[src/rtl/usb_txn_sequencer.sv]
// ---------------------------------------------------------------------------
// usb_txn_sequencer
//
// Host-side transaction sequencer for the USB serial link. Issues the token,
// data and handshake send requests to the transmit datapath, arms the data
// and ACK/NAK receivers in the right order, owns the DP/DM direction (bus
// turnaround), retries NAKed or failed attempts and reports one final status.
//
// Parameters:
//   MAX_RETRY  retries allowed after the first attempt before giving up (>=1)
//   TURN_CYC   idle cycles inserted whenever the bus changes direction (>=1)
//   WDOG_CYC   whole-transaction watchdog limit (only with USB_TXN_WDOG_EN)
//
// Configuration macro:
//   USB_TXN_WDOG_EN  when defined, a watchdog counts every busy cycle and
//                    forces FAIL once it reaches WDOG_CYC. When undefined
//                    the sequencer waits indefinitely on its inputs.
//
// Ports:
//   clk, rst                       clock, asynchronous active-high reset
//   txn_start, txn_is_in           start pulse and direction (1=IN, 0=OUT)
//   abort                          cancel the running transaction
//   tx_done                        transmit datapath finished a packet
//   rx_ack, rx_nak, rx_hs_fail     handshake receiver results
//   rx_data_ok, rx_data_fail       data receiver results
//   send_token, send_data, send_hs request pulses to the transmit datapath
//   hs_is_nak                      handshake type while in SEND_HS
//   recv_data, recv_hand           receiver arm pulses
//   drive_bus                      1 = host drives DP/DM
//   busy                           transaction in progress
//   txn_done, txn_ok               final status pulse and result
//   retry_cnt                      retries used by current/last transaction
// ---------------------------------------------------------------------------
module usb_txn_sequencer #(
    parameter int MAX_RETRY = 8,
    parameter int TURN_CYC  = 2
`ifdef USB_TXN_WDOG_EN
    ,
    parameter int WDOG_CYC  = 4095
`endif
) (
    input  logic                           clk,
    input  logic                           rst,
    input  logic                           txn_start,
    input  logic                           txn_is_in,
    input  logic                           abort,
    input  logic                           tx_done,
    input  logic                           rx_ack,
    input  logic                           rx_nak,
    input  logic                           rx_hs_fail,
    input  logic                           rx_data_ok,
    input  logic                           rx_data_fail,
    output logic                           send_token,
    output logic                           send_data,
    output logic                           send_hs,
    output logic                           hs_is_nak,
    output logic                           recv_data,
    output logic                           recv_hand,
    output logic                           drive_bus,
    output logic                           busy,
    output logic                           txn_done,
    output logic                           txn_ok,
    output logic [$clog2(MAX_RETRY+1)-1:0] retry_cnt
);

    localparam int RW = $clog2(MAX_RETRY + 1);
    localparam int TW = (TURN_CYC > 1) ? $clog2(TURN_CYC) : 1;

    typedef enum logic [3:0] {
        IDLE,
        TOKEN,
        OUT_DATA,
        TURN,
        WAIT_HS,
        IN_DATA,
        SEND_HS,
        RETRY,
        DONE,
        FAIL
    } state_t;

    state_t        state;
    state_t        nxt;
    state_t        turn_tgt;
    state_t        turn_tgt_nxt;
    logic          nak_nxt;
    logic          is_in;
    logic [TW-1:0] turn_cnt;
    logic          enter;
    logic          active;

    // States in which the transaction is still in flight. DONE and FAIL are
    // already reporting the outcome, so abort (and the watchdog) leave them
    // alone rather than producing a second txn_done.
    assign active = (state != IDLE) && (state != DONE) && (state != FAIL);
    assign enter  = (nxt != state);

`ifdef USB_TXN_WDOG_EN
    localparam int WW = $clog2(WDOG_CYC + 1);
    logic [WW-1:0] wdog_cnt;

    // Watchdog counter: restarts with each accepted transaction and counts
    // every busy cycle, saturating at the limit.
    always_ff @(posedge clk or posedge rst) begin
        if (rst) begin
            wdog_cnt <= '0;
        end else if (state == IDLE) begin
            if (txn_start) begin
                wdog_cnt <= '0;
            end
        end else if (wdog_cnt != WW'(WDOG_CYC)) begin
            wdog_cnt <= wdog_cnt + WW'(1);
        end
    end
`endif

    // Next-state decision. Turnarounds go through TURN with the eventual
    // destination parked in turn_tgt; the handshake type chosen in IN_DATA
    // travels with it. Abort overrides everything, the watchdog everything
    // else.
    always_comb begin
        nxt          = state;
        turn_tgt_nxt = turn_tgt;
        nak_nxt      = hs_is_nak;
        case (state)
            IDLE: begin
                if (txn_start) nxt = TOKEN;
            end
            TOKEN: begin
                if (tx_done) begin
                    if (is_in) begin
                        nxt          = TURN;
                        turn_tgt_nxt = IN_DATA;
                    end else begin
                        nxt = OUT_DATA;
                    end
                end
            end
            OUT_DATA: begin
                if (tx_done) begin
                    nxt          = TURN;
                    turn_tgt_nxt = WAIT_HS;
                end
            end
            TURN: begin
                if (turn_cnt == TW'(TURN_CYC - 1)) nxt = turn_tgt;
            end
            WAIT_HS: begin
                // A NAK seen together with an ACK counts as a NAK.
                if (rx_nak || rx_hs_fail) begin
                    nxt = RETRY;
                end else if (rx_ack) begin
                    nxt = DONE;
                end
            end
            IN_DATA: begin
                // Good and bad data in the same cycle counts as bad.
                if (rx_data_fail) begin
                    nxt          = TURN;
                    turn_tgt_nxt = SEND_HS;
                    nak_nxt      = 1'b1;
                end else if (rx_data_ok) begin
                    nxt          = TURN;
                    turn_tgt_nxt = SEND_HS;
                    nak_nxt      = 1'b0;
                end
            end
            SEND_HS: begin
                if (tx_done) nxt = hs_is_nak ? RETRY : DONE;
            end
            RETRY: begin
                nxt = (retry_cnt == RW'(MAX_RETRY)) ? FAIL : TOKEN;
            end
            DONE:    nxt = IDLE;
            FAIL:    nxt = IDLE;
            default: nxt = IDLE;
        endcase
`ifdef USB_TXN_WDOG_EN
        if (active && (wdog_cnt == WW'(WDOG_CYC))) nxt = FAIL;
`endif
        if (active && abort) nxt = FAIL;
    end

    // State register and registered outputs. Request pulses fire only on
    // entry into their state; bus direction, busy and the status outputs are
    // decoded from the state being entered so they line up with it.
    always_ff @(posedge clk or posedge rst) begin
        if (rst) begin
            state      <= IDLE;
            turn_tgt   <= IDLE;
            turn_cnt   <= '0;
            is_in      <= 1'b0;
            retry_cnt  <= '0;
            send_token <= 1'b0;
            send_data  <= 1'b0;
            send_hs    <= 1'b0;
            hs_is_nak  <= 1'b0;
            recv_data  <= 1'b0;
            recv_hand  <= 1'b0;
            drive_bus  <= 1'b0;
            busy       <= 1'b0;
            txn_done   <= 1'b0;
            txn_ok     <= 1'b0;
        end else begin
            state      <= nxt;
            turn_tgt   <= turn_tgt_nxt;
            hs_is_nak  <= nak_nxt;
            turn_cnt   <= (state == TURN && nxt == TURN) ? turn_cnt + TW'(1) : '0;
            send_token <= enter && (nxt == TOKEN);
            send_data  <= enter && (nxt == OUT_DATA);
            send_hs    <= enter && (nxt == SEND_HS);
            recv_data  <= enter && (nxt == IN_DATA);
            recv_hand  <= enter && (nxt == WAIT_HS);
            drive_bus  <= (nxt == TOKEN) || (nxt == OUT_DATA) || (nxt == SEND_HS);
            busy       <= (nxt != IDLE);
            txn_done   <= (nxt == DONE) || (nxt == FAIL);
            txn_ok     <= (nxt == DONE);
            if (state == IDLE && txn_start) begin
                is_in     <= txn_is_in;
                retry_cnt <= '0;
            end else if (state == RETRY && nxt == TOKEN) begin
                retry_cnt <= retry_cnt + RW'(1);
            end
        end
    end

endmodule

[config.mk]
export PLATFORM = sky130hd
export DESIGN_NAME = usb_txn_sequencer
export DESIGN_NICKNAME = d
export VERILOG_FILES = /design/src/rtl/usb_txn_sequencer.sv
export SDC_FILE = /design/constraint.sdc
export NUM_CORES = 1
export LEC_CHECK = 0
export BUFFER_PORTS_ARGS = -buffer_cell sky130_fd_sc_hd__buf_2
export CORE_MARGIN = 5
export CORE_UTILIZATION = 48
export DETAILED_ROUTE_END_ITERATION = 16
export GPL_ROUTABILITY_DRIVEN = 0
export MAX_ROUTING_LAYER = met4
export PLACE_DENSITY = 0.77
export SLEW_MARGIN = 20
export SYNTH_ARGS = -nofsm -noshare
export SYNTH_HDL_FRONTEND = slang
export SYNTH_SLANG_ARGS = --single-unit
[constraint.sdc]
create_clock -name clk -period 1.9 [get_ports clk]
set_input_delay 0.19 -clock clk [delete_from_list [all_inputs] [get_ports clk]]
set_output_delay 0.19 -clock clk [all_outputs]
set_load 0.05 [all_outputs]
==> impl_metrics.env <==
export IMPL_status="complete, but fails checks"
export IMPL_failed_checks="setup timing"
export IMPL_synth_cell_types=45
export IMPL_ys_seq_elements=23
export IMPL_cp_slowest_stage_delay_ns=0.46
export IMPL_seq_area_frac_synth_pct=43.9
export IMPL_combPwrFrac_pct=68.4
export IMPL_worstPathCellList="buf_12 -> or3b_4 -> o21bai_1 -> o2111ai_2 -> buf_4 -> xor2_4 -> nor4_2 -> nor4_2"
export IMPL_worstMarginPinSlew_ns=0.382
export IMPL_cts_inserted_buffers=3
export IMPL_clk_latency_ns=0.33
export IMPL_cp_start_kind="register"
export IMPL_cts_tree="yes"
export IMPL_r2r_slack_ns=-0.25
export IMPL_final_common_cell="buf_4"
export IMPL_tns_ns=-1.85
export IMPL_netlist_instances=132
export IMPL_cp_data_required_time_ns=2.11
export IMPL_power_density_nw_per_um2=1400
export IMPL_finalMaxSlewViolations=0
export IMPL_hpwl_mm=2.47
export IMPL_power_switching_uw=1380
export IMPL_path_max_fanout=6
export IMPL_drive_gt1_share_pct=63.6
export IMPL_ys_warnings_count=0
export IMPL_hold_end="is_in$_DFFE_PP0P_"
export IMPL_antenna_cells=0
export IMPL_path_buf_inv=2
export IMPL_period_minus_slack_ns=2.15
export IMPL_cts_sinks=23
export IMPL_n_fill_cell=165
export IMPL_grt_pass1_wl_mm=6.03
export IMPL_grt_remaining_overflow=0
export IMPL_worst_hold_path_num_cells=3
export IMPL_power_leakage_uw=0.00103
export IMPL_reg2regPathDepth=8
export IMPL_die_y_um=62.3
export IMPL_reg2reg_to="recv_hand$_DFF_PP0_"
export IMPL_switching_share_pct=45.2
export IMPL_clock_path_buffers=2
export IMPL_setup_violations=12
export IMPL_grt_setup_unrepaired="yes"
export IMPL_utilization_pct=81.1
export IMPL_synth_area_per_cell_um2=9.93
export IMPL_clkPwrFrac_pct=7.9
export IMPL_grt_pass1_vias=1292
export IMPL_rows=19
export IMPL_clock_fmax_ghz=0.464
export IMPL_maxCapViolCount=0
export IMPL_wl_per_cell_um=19.9
export IMPL_grt_usage_pct=19.7
export IMPL_relSlewSlack_pct=74.2
export IMPL_hold_start="txn_is_in"
export IMPL_yosysTopAreaCellShare_pct=43.9
export IMPL_crit_path_end_kind="register"
export IMPL_syn_area_um2=1310
export IMPL_die_width_um=62.3
export IMPL_fin_nets=223
export IMPL_drtPass1Iterations=4
export IMPL_area_growth_synth_to_final_pct=66.2
export IMPL_holdWs_ns=0.0720
export IMPL_clock_skew_ns=0.00664
export IMPL_start_util_pct=48.8
export IMPL_ir_worst_vdd_v=0.00151
export IMPL_p_total_uw=3040
export IMPL_final_cell_mix="45 x buf_4, 25 x buf_2, 17 x dfrtp_1"
export IMPL_finalHoldViolCount=0
export IMPL_vias=1432
export IMPL_coreArea_um2=2690
export IMPL_portBuffers=24
export IMPL_timing_final_crit_share_pct=113
export IMPL_clock_root_buffer="clkbuf_4"
export IMPL_crit_type="reg2reg"
export IMPL_grt_max_degree=24
export IMPL_final_area_um2=2180
export IMPL_htreeDepth=1
export IMPL_synth_edf_count=0
export IMPL_drt_total_wl_mm=4.79
export IMPL_setup_ws_ns=-0.254
export IMPL_place_area_um2=1690
export IMPL_drt_iter0_drc=49
export IMPL_synth_nets=145
export IMPL_io_pins=25
export IMPL_ys_flop_type="dfrtp_1"
export IMPL_netlist_top_cell_by_area="dfrtp_1"
export IMPL_async_flop_share_pct=100
export IMPL_postRouteAntennaNets=0
export IMPL_clkTransAtPathRegs_ns=0.14
export IMPL_die_area_um2=3880
export IMPL_r2r_start="state[2]$_DFF_PP0_"
export IMPL_cp_slowest_cell="dfrtp_1"
export IMPL_drc=0
export IMPL_vias_per_cell=5.97
export IMPL_critPathTopFamily="simple AND/OR/NAND/NOR gates"
export IMPL_antenna_found_initial=0
export IMPL_yosys_top_cells_area="dfrtp_1 44%, nand2_1 3.4%, inv_1 3.1%"
export IMPL_p_int_uw=1670
export IMPL_path_common_cell="nor4_2"
export IMPL_p_seq_share_pct=23.7
export IMPL_hold_class="in2reg"
export IMPL_worst_endpoint_arrival_ns=2.37
==> per-stage QoR <==
step	setup slack, ns	cells
after floorplan	-0.169	132
after global placement	-0.183	213
after detailed placement	-0.282	213
after CTS	-0.108	227
after global routing	-0.326	240
final	-0.254	240
==> flip-flops by register name, indices dropped and copies added, names as in the netlist <==
signal,flops
txn_ok,1
recv_data,1
drive_bus,1
retry_cnt,4
turn_cnt,1
turn_tgt,3
txn_done,1
send_data,1
state,4
hs_is_nak,1
send_hs,1
send_token,1
recv_hand,1
is_in,1
busy,1
==> cell families after synthesis <==
family,count (synthesis),share of synthesized area (%)
simple gates,64,31.9
xor+xnor,5,3.34
fa+ha+maj,2,1.91
flops,23,43.9
compound gates,22,13.1
buf+inv,16,5.92
==> power groups by stage <==
stage,combinational (uW),sequential (uW),clock [uW]
3_5_place_dp,1180,743,0
5_1_grt,2180,729,264
4_1_cts,1410,705,239
2_1_floorplan,590,865,0
6_report,2080,720,241
3_3_place_gp,1160,730,0
==> synthesized netlist by cell type (2+ instances only) <==
| cell type | count |
|---|---|
| a21oi_1 | 3 |
| a32oi_1 | 2 |
| and3_1 | 2 |
| and4bb_2 | 2 |
| buf_2 | 2 |
| buf_4 | 2 |
| dfrtp_1 | 23 |
| ha_1 | 2 |
| inv_1 | 11 |
| nand2_1 | 12 |
| nand2b_1 | 5 |
| nand3_1 | 5 |
| nor2_1 | 7 |
| nor2b_1 | 2 |
| nor3_1 | 7 |
| nor3b_1 | 2 |
| nor4_1 | 3 |
| o21ai_0 | 8 |
| or3_1 | 2 |
| or3b_1 | 2 |
| xnor2_1 | 3 |
| xor2_1 | 2 |
==> worst max path at each step <==
stage                             start                  endpoint  slack (ns)  depth (start not counted)
2_1_floorplan  retry_cnt[0]$_DFFE_PP0P_  retry_cnt[2]$_DFFE_PP0P_       -0.17                          9
3_3_place_gp         state[1]$_DFF_PP0_      send_token$_DFF_PP0_       -0.18                          6
3_5_place_dp         state[0]$_DFF_PP0_      send_token$_DFF_PP0_       -0.28                          6
4_1_cts              state[2]$_DFF_PP0_       recv_data$_DFF_PP0_       -0.11                          7
5_1_grt              state[2]$_DFF_PP0_       recv_data$_DFF_PP0_       -0.33                          8
6_report             state[2]$_DFF_PP0_       recv_hand$_DFF_PP0_       -0.25                          8
==> tightest hold or removal path: cells and delay by family <==
| kind | cells | cell delay, ns |
|---|---|---|
| buffers and inverters | 1 | 0.07 |
| and+or+nand+nor | 2 | 0.11 |
==> routing by layer <==
metal  vias up  global-route usage (%)  wire length, um
met1       718                    22.0             1860
met2        63                    34.5             2480
met4         0                    8.75              238
met5         -                       -                0
li1        629                       -                -
met3        22                    3.06              206
==> final cells by class <==
type,count,area (um2),share of cell area (%)
Tap cell,31,38.8,1.78
Timing Repair Buffer,78,569,26.1
Sequential cell,23,583,26.8
Multi-Input combinational cell,93,920,42.2
Clock inverter,1,5.00,0.230
Inverter,11,41.3,1.89
Clock buffer,3,22.5,1.03
==> what timing repair did <==
item	in CTS	in global routing
pin swaps	13	18
buffers inserted	9	15
hold buffers	1	0
resized for setup	21	36
hold endpoints to repair	23	0
endpoints found under the setup margin	13	11
(Power assumes the default switching activity.)
